===== src/rtl/hls_kernel_run_sequencer.sv =====
// Run sequencer for a Bambu HLS kernel: kernel reset, memory preload, start, timed wait for done,
// and one result record per run, repeated for a configured batch of runs.
//
// state      | meaning
// S_IDLE     | waiting for a batch request, kernel held in reset
// S_KRST     | kernel reset pulse, RST_CYCLES long
// S_LOAD     | accepting preload words, one slave RAM write per word
// S_LOAD_END | write cycle of the last preload word
// S_START    | one-cycle kernel start pulse, cycle counter = 1
// S_WAIT     | counting cycles until done, timeout or abort
// S_REPORT   | result record offered until accepted
module hls_kernel_run_sequencer #(
    parameter int              ADDR_W     = 20,
    parameter int              DATA_W     = 64,
    parameter int              CYC_W      = 32,
    parameter int              RUNS_W     = 16,
    parameter longint unsigned TIMEOUT    = 200000000,
    parameter int              RST_CYCLES = 2
) (
    input  logic              clock,
    input  logic              reset,
    input  logic              cfg_valid,
    output logic              cfg_ready,
    input  logic [RUNS_W-1:0] cfg_runs,
    input  logic [ADDR_W-1:0] cfg_base,
    input  logic              cfg_skip_load,
    input  logic              abort,
    input  logic              ld_valid,
    output logic              ld_ready,
    input  logic [DATA_W-1:0] ld_data,
    input  logic              ld_last,
    output logic              k_rst_n,
    output logic              k_start,
    input  logic              k_done,
    output logic              S_we_ram,
    output logic [ADDR_W-1:0] S_addr_ram,
    output logic [DATA_W-1:0] S_Wdata_ram,
    output logic [7:0]        S_data_ram_size,
    output logic              res_valid,
    input  logic              res_ready,
    output logic [CYC_W-1:0]  res_cycles,
    output logic [1:0]        res_status,
    output logic [RUNS_W-1:0] res_run_idx,
    output logic              busy
);
    localparam int                RC_W      = $clog2(RST_CYCLES + 1);
    localparam logic [RC_W-1:0]   RC_LOAD   = RC_W'(RST_CYCLES - 1);
    localparam logic [CYC_W-1:0]  TIMEOUT_C = CYC_W'(TIMEOUT);
    localparam logic [ADDR_W-1:0] STRIDE    = ADDR_W'(DATA_W / 8);

    typedef enum logic [2:0] {
        S_IDLE, S_KRST, S_LOAD, S_LOAD_END, S_START, S_WAIT, S_REPORT
    } state_t;

    state_t state, state_nxt;

    logic [RUNS_W-1:0] runs_q, run_idx;
    logic [ADDR_W-1:0] base_q, wr_addr;
    logic              skip_q, cancel_q;
    logic [RC_W-1:0]   rst_cnt;
    logic [CYC_W-1:0]  cyc_cnt;
    logic              ld_acc, res_hs, more_runs, finish;
    logic [1:0]        fin_status;

    assign ld_acc    = ld_valid & ld_ready;
    assign res_hs    = res_valid & res_ready;
    assign more_runs = ({1'b0, run_idx} + (RUNS_W+1)'(1)) < {1'b0, runs_q};

    always_ff @(posedge clock) begin
        if (reset) state <= S_IDLE;
        else       state <= state_nxt;
    end

    always_comb begin
        state_nxt  = state;
        cfg_ready  = 1'b0;
        ld_ready   = 1'b0;
        k_rst_n    = 1'b1;
        k_start    = 1'b0;
        busy       = 1'b1;
        finish     = 1'b0;
        fin_status = 2'b00;
        case (state)
            S_IDLE: begin
                cfg_ready = 1'b1;
                k_rst_n   = 1'b0;
                busy      = 1'b0;
                if (cfg_valid) state_nxt = S_KRST;
            end
            S_KRST: begin
                k_rst_n = 1'b0;
                if (abort) begin
                    finish     = 1'b1;
                    fin_status = 2'b10;
                end else if (rst_cnt == '0) begin
                    state_nxt = skip_q ? S_START : S_LOAD;
                end
            end
            S_LOAD: begin
                ld_ready = 1'b1;
                if (abort) begin
                    finish     = 1'b1;
                    fin_status = 2'b10;
                end else if (ld_acc && ld_last) begin
                    state_nxt = S_LOAD_END;
                end
            end
            S_LOAD_END: begin
                if (abort) begin
                    finish     = 1'b1;
                    fin_status = 2'b10;
                end else begin
                    state_nxt = S_START;
                end
            end
            S_START: begin
                k_start = 1'b1;
                if (abort) begin
                    finish     = 1'b1;
                    fin_status = 2'b10;
                end else if (k_done) begin
                    finish = 1'b1;
                end else begin
                    state_nxt = S_WAIT;
                end
            end
            S_WAIT: begin
                // done is checked before the timeout compare so a coinciding done wins
                if (abort) begin
                    finish     = 1'b1;
                    fin_status = 2'b10;
                end else if (k_done) begin
                    finish = 1'b1;
                end else if (cyc_cnt == TIMEOUT_C) begin
                    finish     = 1'b1;
                    fin_status = 2'b01;
                end
            end
            S_REPORT: begin
                if (res_hs) state_nxt = (more_runs && !cancel_q) ? S_KRST : S_IDLE;
            end
            default: state_nxt = S_IDLE;
        endcase
        if (finish) state_nxt = S_REPORT;
    end

    always_ff @(posedge clock) begin
        if (reset) begin
            runs_q          <= '0;
            run_idx         <= '0;
            base_q          <= '0;
            wr_addr         <= '0;
            skip_q          <= 1'b0;
            cancel_q        <= 1'b0;
            rst_cnt         <= '0;
            cyc_cnt         <= '0;
            S_we_ram        <= 1'b0;
            S_addr_ram      <= '0;
            S_Wdata_ram     <= '0;
            S_data_ram_size <= '0;
            res_valid       <= 1'b0;
            res_cycles      <= '0;
            res_status      <= '0;
            res_run_idx     <= '0;
        end else begin
            S_we_ram        <= ld_acc;
            S_data_ram_size <= ld_acc ? 8'(DATA_W) : 8'd0;
            if (ld_acc) begin
                S_addr_ram  <= wr_addr;
                S_Wdata_ram <= ld_data;
                wr_addr     <= wr_addr + STRIDE;
            end

            if (state == S_IDLE && cfg_valid) begin
                runs_q   <= (cfg_runs == '0) ? RUNS_W'(1) : cfg_runs;
                base_q   <= cfg_base;
                skip_q   <= cfg_skip_load;
                run_idx  <= '0;
                cancel_q <= 1'b0;
            end

            // each run restarts its preload address and cycle count at kernel reset
            if (state_nxt == S_KRST && state != S_KRST) begin
                rst_cnt <= RC_LOAD;
                cyc_cnt <= '0;
                wr_addr <= (state == S_IDLE) ? cfg_base : base_q;
            end else if (state == S_KRST && rst_cnt != '0) begin
                rst_cnt <= rst_cnt - RC_W'(1);
            end

            if (state_nxt == S_START && state != S_START) begin
                cyc_cnt <= CYC_W'(1);
            end else if ((state == S_START || state == S_WAIT) && !finish) begin
                cyc_cnt <= cyc_cnt + CYC_W'(1);
            end

            if (finish) begin
                res_valid   <= 1'b1;
                res_cycles  <= (fin_status == 2'b01) ? TIMEOUT_C : cyc_cnt;
                res_status  <= fin_status;
                res_run_idx <= run_idx;
                if (fin_status == 2'b10) cancel_q <= 1'b1;
            end else if (res_hs) begin
                res_valid <= 1'b0;
                run_idx   <= run_idx + RUNS_W'(1);
            end
        end
    end
endmodule


===== config.mk =====
export PLATFORM = sky130hd
export DESIGN_NAME = hls_kernel_run_sequencer
export DESIGN_NICKNAME = d
export VERILOG_FILES = /design/src/rtl/hls_kernel_run_sequencer.sv
export SDC_FILE = /design/constraint.sdc
export NUM_CORES = 1
export LEC_CHECK = 0
export CELL_PAD_IN_SITES_DETAIL_PLACEMENT = 0
export CELL_PAD_IN_SITES_GLOBAL_PLACEMENT = 2
export CORE_MARGIN = 5
export CORE_UTILIZATION = 28
export DETAILED_ROUTE_END_ITERATION = 8
export GPL_TIMING_DRIVEN = 0
export PLACE_DENSITY_LB_ADDON = 0.12
export SYNTH_ARGS = -nofsm -noshare
export SYNTH_HDL_FRONTEND = slang
export SYNTH_SLANG_ARGS = --single-unit

===== constraint.sdc =====
create_clock -name clock -period 4.04 [get_ports clock]
set_input_delay 0.606 -clock clock [delete_from_list [all_inputs] [get_ports clock]]
set_output_delay 0.606 -clock clock [all_outputs]
set_load 0.02 [all_outputs]

==> metrics.md, run 1 <==
| Metric | Value |
|---|---|
| Status | complete, no violations |
| Met3 Use GR | roughly 3.5% |
| Initial DRC count | around 620 |
| Count of buffers from port buffering | between 200 and 250 |
| Worst slew pin tran | 923 ps |
| Yosys top cell by area | dfxtp_1 |
| Num Clock Sinks | roughly 250 |
| Unrepaired setup endpoints after global routing | no |
| Busiest grt layer | met2 |
| Storage cell area | roughly 5000 um^2 |
| DR vias/cell | about 4.8 |
| Setup TNS | 0 ps |
| Vias in the first global route | slightly above 10000 |
| FP Rows | 71 |
| Total CTS buffers | 31 |
| Most used cell, CP | clkbuf_1 |
| Max Cap Violations | 0 |
| Final net count | between 1500 and 2000 |
| Die Ht | 204 um |
| Hold Path Depth | 2 |
| Io pins | between 200 and 300 |
| Overall power | 8.55 mW |
| Met1 usage in global routing | 25.4% |
| Post-Syn Area | approximately 11000 um^2 |
| Pin count of the biggest net entering global routing | 15 |
| Hold WS | approximately 450 ps |
| P_leak | ~5.1 nW |
| Reg2reg start | run_idx[3] |
| CP cell instances | clkbuf_1, or3_1, clkbuf_1, inv_1, clkbuf_1, clkdlybuf4s50_1 |
| Final ANT Viol Nets | 0 |
| Clock tree buffer depth | 3 |
| Routed length per placed instance | 18.5 um |
| Final period utilization | just over 90% |
| Layout area overhead | 40.0% |
| Initial Utilization | between 20 and 30% |
| DRT Pass-1 Iters | 6 |
| Reg2Reg Setup Slack | roughly 270 ps |
| Required @ worst endpoint | roughly 3400 ps |
| Final Hold Fails | 0 |
| Post-synthesis async set-or-reset flop share | 0% |
| Reg clk slew, reported paths | ~60 ps |
| Share of layout cells above drive strength 1 | approximately 5.5% |
| Synth Area per Inst | between 7 and 8 um^2 |
| Grt met2 use | approximately a third |
| Most frequent cells in the layout | nand2_1 (368), clkdlybuf4s50_1 (249), dfxtp_1 (243) |
| Clock share of power | between 30% and 40% |
| Top cell type's share of synthesized area | about 47% |
| Sequential area share after synthesis | a little under half |
| Hold_buf cts | 0 |
| Commonest non-fill, non-tap cell in the layout | nand2_1 |
| Number of synthesized register bits | 247 |
| Via count | 10500 |
| Worst hold start | res_run_idx[9] |
| WHS Endpoint | res_run_idx[9] |
| Combinational fraction of design power | between 30% and 40% |
| Routed Wire Length | slightly above 40000 um |
| H-tree depth | 1 |
| CTS tree | yes |
| Fillers | ~4000 |
| Mapped Cells | roughly 1400 |
| Crit path time final | between 3000 and 4000 ps |
| P_sw | between 3 and 4 mW |
| Total GRT Usage | between 10% and 20% |
| Crit start category | flop |
| EDFF count, synth | 0 |
| Worst R2R Path Depth | 16 |
| Total gr overflow | 0 |
| Clock Latency Late Sink | roughly 560 ps |
| RR Endpoint | cyc_cnt[24] |
| Post-DP HPWL | 30300 um |
| Fin. max-slew vios | 0 |
| Die ar. | 41800 um^2 |
| GPL Wtd Cong | around 0.81 |
| Width of the die | slightly above 200 um |
| DRC violations left | 0 |
| Int Power | 5.32 mW |
| Max frequency | about 260 MHz |
| Sw Share | between 30% and 40% |
| Clk_skew | 13.5 ps |
| P per Cell Area | 576 nW/um^2 |
| Worst hold path type | reg -> reg |
| CTS root buf | clkbuf_16 |
| Initial antenna violation count | 4 |
| Register share of total power | roughly a third |
| Worst VDD drop | roughly 0.31 mV |
| # setup viols final | 0 |
| Top cells by area, synth | dfxtp_1 (47%), nand2_1 (13%), a21oi_1 (8.3%), nor2_1 (4.2%), clkbuf_1 (3.0%) |
| Critical-path maximum fanout | 10 |
| Synth Flop Type | dfxtp_1 |
| Core Region | 37500 um^2 |
| Arrival @ worst endpoint | approximately 3200 ps |
| Multi-input logic area | between 5000 and 6000 um^2 |
| CP max stage cell | clkdlybuf4s50_1 |
| Synth cell types | between 50 and 60 |
| First-pass GRT wire length | 62300 um |
| Slowest stage delay, CP | around 750 ps |
| Crit. End Element | primary output |
| Ys Warns | 0 |
| Slew HR | between 30% and 40% |
| Critical Setup Path Class | reg -> out |
worst max-delay path by stage:
| stage | end | startpoint | slack (ps) |
|---|---|---|---|
| 3_5_place_dp | cyc_cnt[24] | run_idx[2] | -620 |
| 2_1_floorplan | cyc_cnt[24] | run_idx[2] | 600 |
| 5_1_grt | wr_addr[6] | run_idx[0] | 30 |
| 3_3_place_gp | cyc_cnt[24] | run_idx[2] | -660 |
| 4_1_cts | wr_addr[6] | run_idx[2] | 7 |
| 6_report | cfg_ready | state[0] | 260 |
power groups by stage:
stage                     combinational, mW  sequential, mW  clock, mW
after CTS                              3.01            2.97       2.68
after global placement                 2.95            3.02          0
after global routing                   3.29            3.01       2.78
after floorplan                        1.51            3.16          0
after detailed placement               2.97            3.02          0
final                                  2.99            2.97       2.59
synthesized netlist by cell type (4+ instances only):
library cell,instances
xnor2_1,21
buf_1,5
a311oi_1,21
a21oi_1,175
buf_4,8
nand4_1,13
and3_1,10
nor2b_1,6
nand2_1,368
nor4_1,5
nor3b_1,4
o21ai_0,30
o21a_1,4
nand2b_1,5
nor2_1,118
clkbuf_1,85
a31o_2,4
ha_1,20
dfxtp_1,247
nor3_1,30
a22oi_1,21
a211oi_1,10
xor2_1,12
and4_1,4
inv_1,27
a31oi_1,22
nand3_1,38
nand3b_1,4
buf_2,11
state kept, by name, summed over array words and instances, names as in the netlist:
register         count
cancel_q             1
res_valid            1
runs_q              16
run_idx             16
res_run_idx         16
rst_cnt              2
wr_addr             20
cyc_cnt             32
state                3
res_status           2
S_addr_ram          20
res_cycles          32
S_data_ram_size      1
skip_q               1
base_q              20
S_Wdata_ram         64
final cells by class:
| type | count | area share (%) |
|---|---|---|
| Timing Repair Buffer | 253 | 17.0 |
| Clock inverter | 6 | 0.228 |
| Tap cell | 511 | 4.31 |
| Buffer | 106 | 3.08 |
| Multi-Input combinational cell | 999 | 35.1 |
| Clock buffer | 48 | 6.13 |
| Inverter | 27 | 0.683 |
| Antenna cell | 4 | 0.0675 |
| Sequential cell | 247 | 33.4 |
stage by stage:
stage / util, % / area, um^2 / instances / setup WS [ps]
4_1_cts: 39.4 / 14800 / 2196 / 7.13
6_report: 39.6 / 14800 / 2201 / 264
5_1_grt: 39.6 / 14800 / 2201 / 25.6
2_1_floorplan: - / 10600 / 1382 / 605
3_5_place_dp: 36.7 / 13700 / 2142 / -623
3_3_place_gp: 36.7 / 13700 / 2142 / -656
kinds of logic after synthesis:
kind of cell / synth area share, %
AND/OR/NAND/NOR: 25.3
AO/OA/AOI/OAI: 17.5
flip-flops: 46.7
buffers and inverters: 5.23
XOR/XNOR: 2.73
adder cells (fa/ha/maj): 2.36
multiplexers: 0.189
other: 0.0354
metal layers:
metal	part of all wire, %	up-vias
met2	48	220
met3	4.3	50
met5	0	-
met4	2.1	0
met1	46	4938
li1	-	5266
critical path: cells and delay by family (launching register included):
kind                   cells  cell delay [ps]
AND/OR/NAND/NOR            1              360
flip-flops                 1              380
buffers and inverters      5             1870
repair_timing:
action                     CTS  global route
buffers inserted             1             3
resized for setup           16            11
setup endpoints to repair   55            53
pin swaps                    0             4
(Power assumes the default switching activity.)
==> run 2: changes to the inputs <==
--- a/config.mk
+++ b/config.mk
@@ -7,6 +7,7 @@
 export LEC_CHECK = 0
 export CELL_PAD_IN_SITES_DETAIL_PLACEMENT = 0
 export CELL_PAD_IN_SITES_GLOBAL_PLACEMENT = 2
+export CORE_ASPECT_RATIO = 2
 export CORE_MARGIN = 5
 export CORE_UTILIZATION = 28
 export DETAILED_ROUTE_END_ITERATION = 8
==> run 2 against run 1 <==
Net effect:
- design area shrank 0.94%
- worst hold slack gained 0.50 ps
- global-route usage shrank 0.064 points
- fmax grew 1.8%
- critical path depth grew 9
- flip-flop and latch count is the same
- total power shrank 0.37%
- clock power is essentially flat
- clock skew is essentially flat
- critical path type is now reg -> reg
==> metrics.md, run 2 (synthesized netlist as in run 1, its figures left out) <==
| Metric | Value |
|---|---|
| Hold WS | between 400 and 500 ps |
| Worst slew pin tran | approximately 990 ps |
| Storage cell area | a little under 5000 um^2 |
| Clock share of power | a little under a third |
| Worst Setup SP | run_idx[1] |
| Reg clk slew, reported paths | roughly 60 ps |
| Crit start category | flop |
| Non-Filler Instances | 2139 |
| Layout area overhead | 38.7% |
| Max FFs per register | 64 |
| Io pins | approximately 260 |
| Setup TNS | 0 ps |
| Num Clock Sinks | around 250 |
| RR Endpoint | wr_addr[18] |
| Routed Wire Length | just over 40000 um |
| Total gr overflow | 0 |
| Hold Path Depth | 2 |
| Int Power | approximately 5.3 mW |
| Fin. max-slew vios | 0 |
| Count of buffers from port buffering | about 250 |
| Die Ht | around 290 um |
| Final ANT Viol Nets | 0 |
| DRC violations left | 0 |
| H-tree depth | 1 |
| Die ar. | around 42000 um^2 |
| Slowest stage delay, CP | ~410 ps |
| Final net count | 1788 |
| Clk_skew | 13.8 ps |
| Final worst setup slack | approximately 330 ps |
| Max frequency | around 270 MHz |
| WHS Endpoint | S_Wdata_ram[42] |
| Via count | a little over 10000 |
| Core Region | about 37000 um^2 |
| Slew HR | 33.3% |
| Multi-input logic area | 5170 um^2 |
| Routed length per placed instance | 19.2 um |
| Share of layout cells above drive strength 1 | between 5 and 6% |
| Worst hold path type | reg -> reg |
| Worst R2R Path Depth | 15 |
| Width of the die | between 100 and 150 um |
| Worst hold start | S_Wdata_ram[42] |
| Total GRT Usage | 18.9% |
| Pin count of the biggest net entering global routing | 14 |
| Register share of total power | about a third |
| Pre-CTS WS | -749 ps |
| CTS tree | yes |
| Combinational fraction of design power | between 30% and 40% |
| First-pass GRT wire length | ~62000 um |
| Fillers | slightly below 4000 |
| Sw Share | between 30% and 40% |
| Total CTS buffers | 26 |
| Final period utilization | 91.8% |
| Placed Area | around 14000 um^2 |
| Unrepaired setup endpoints after global routing | no |
| Max Cap Violations | 0 |
| DR vias/cell | just under 5 |
| P_sw | 3.19 mW |
| Crit path time final | 3710 ps |
| Final Hold Fails | 0 |
| Hold_buf cts | 0 |
| Reg2Reg Setup Slack | roughly 330 ps |
| Critical-path maximum fanout | 10 |
| Clock tree buffer depth | 3 |
| Initial Utilization | between 20 and 30% |
| Placed cell count | between 2000 and 2500 |
| GPL Wtd Cong | around 0.81 |
| Commonest non-fill, non-tap cell in the layout | nand2_1 |
| CP cell instances | ha_2, nand4_1, nor3_4, nand3_1, xnor2_2, ha_1, nand3_1, a21oi_1, a2111oi_2, o41ai_2, a21oi_2, buf_6, buf_4, nor2_1, a311oi_1 |
| FP Rows | 100 |
| Worst VDD drop | 0.334 mV |
| DRT Pass-1 Iters | 5 |
| Status | complete, no violations |
| Most used cell, CP | nand3_1 |
| Biggest register | S_Wdata_ram |
| # setup viols final | 0 |
| CTS root buf | clkbuf_16 |
| Arrival @ worst endpoint | 4150 ps |
| Initial DRC count | 430 |
| Finished Cell Area | 14700 um^2 |
| P per Cell Area | about 580 nW/um^2 |
| Most frequent cells in the layout | nand2_1 (368), clkdlybuf4s50_1 (249), dfxtp_1 (245) |
| Required @ worst endpoint | about 4500 ps |
| Post-DP HPWL | between 30000 and 40000 um |
| Initial antenna violation count | 2 |
| Clock Latency Late Sink | approximately 540 ps |
| Critical Setup Path Class | reg -> reg |
| Reg2reg start | run_idx[1] |
| Crit. End Element | flop |
| Vias in the first global route | 10400 |
| CP max stage cell | dfxtp_1 |
| Top flop regs | S_Wdata_ram: 64 flops, cyc_cnt: 32 flops, res_cycles: 32 flops |
| P_leak | 5.07 nW |
run 2: changes by cell type in the layout (fill, tap and decap cells not counted), sizes merged:
cell | before | now
bufinv | 0 | 4
clkbuf | 131 | 118
clkinv | 5 | 6
clkinvlp | 0 | 1
diode | 4 | 2
inv | 28 | 27
run 2: area by class of cell:
| class | count | share of cell area, % |
|---|---|---|
| Antenna cell | 2 | 0.0341 |
| Buffer | 105 | 3.13 |
| Clock buffer | 36 | 5.10 |
| Clock inverter | 11 | 1.07 |
| Inverter | 27 | 0.690 |
| Multi-Input combinational cell | 999 | 35.2 |
| Sequential cell | 247 | 33.7 |
| Tap cell | 459 | 3.91 |
| Timing Repair Buffer | 253 | 17.2 |
run 2: what timing repair did:
| action | 4_1_cts | 5_1_grt |
|---|---|---|
| setup buffers | 1 | 3 |
| gates resized for setup | 18 | 6 |
| pin swaps | 1 | 3 |
| cloned | 0 | 0 |
| endpoints found under the setup margin | 54 | 49 |
run 2: how the worst max path moves through the flow:
stage                             end  slack (ps)  cells past startpoint
after floorplan           cyc_cnt[24]         600                     16
after global placement    cyc_cnt[24]        -770                     17
after detailed placement  cyc_cnt[24]        -750                     17
after CTS                  wr_addr[6]           3                     15
after global routing       wr_addr[1]          60                     15
final                     wr_addr[18]         330                     15
run 2: power by group through the flow:
stage / logic, mW / clock network [mW] / registers (mW)
floorplan: 1.51 / 0 / 3.16
global placement: 2.98 / 0 / 3.00
global route: 3.27 / 2.77 / 3.00
CTS: 3.03 / 2.68 / 2.96
finish: 2.97 / 2.60 / 2.96
detailed placement: 2.99 / 0 / 3.01
run 2: metal layers:
metal  vias up  wire length (um)  GRT usage (%)
li1       5250                 -              -
met1      4774             15400           19.5
met2       281             22600           37.7
met3        56              1810           3.11
met4         0              1220           5.95
met5         -                 0              0
run 2: critical path, delay by kind of cell, from the launching register on:
kind / cells / cell delay [ps]
flops: 1 / 410
simple gates: 5 / 900
fa+ha+maj: 2 / 570
xor+xnor: 1 / 190
compound gates: 5 / 1110
buf+inv: 2 / 410
run 2: stage by stage:
step                utilization (%)  power [mW]
finish                         39.4        8.52
global route                   39.4        9.04
CTS                            39.3        8.66
detailed placement             36.7        6.00
global placement               36.7        5.98
floorplan                         -        4.67
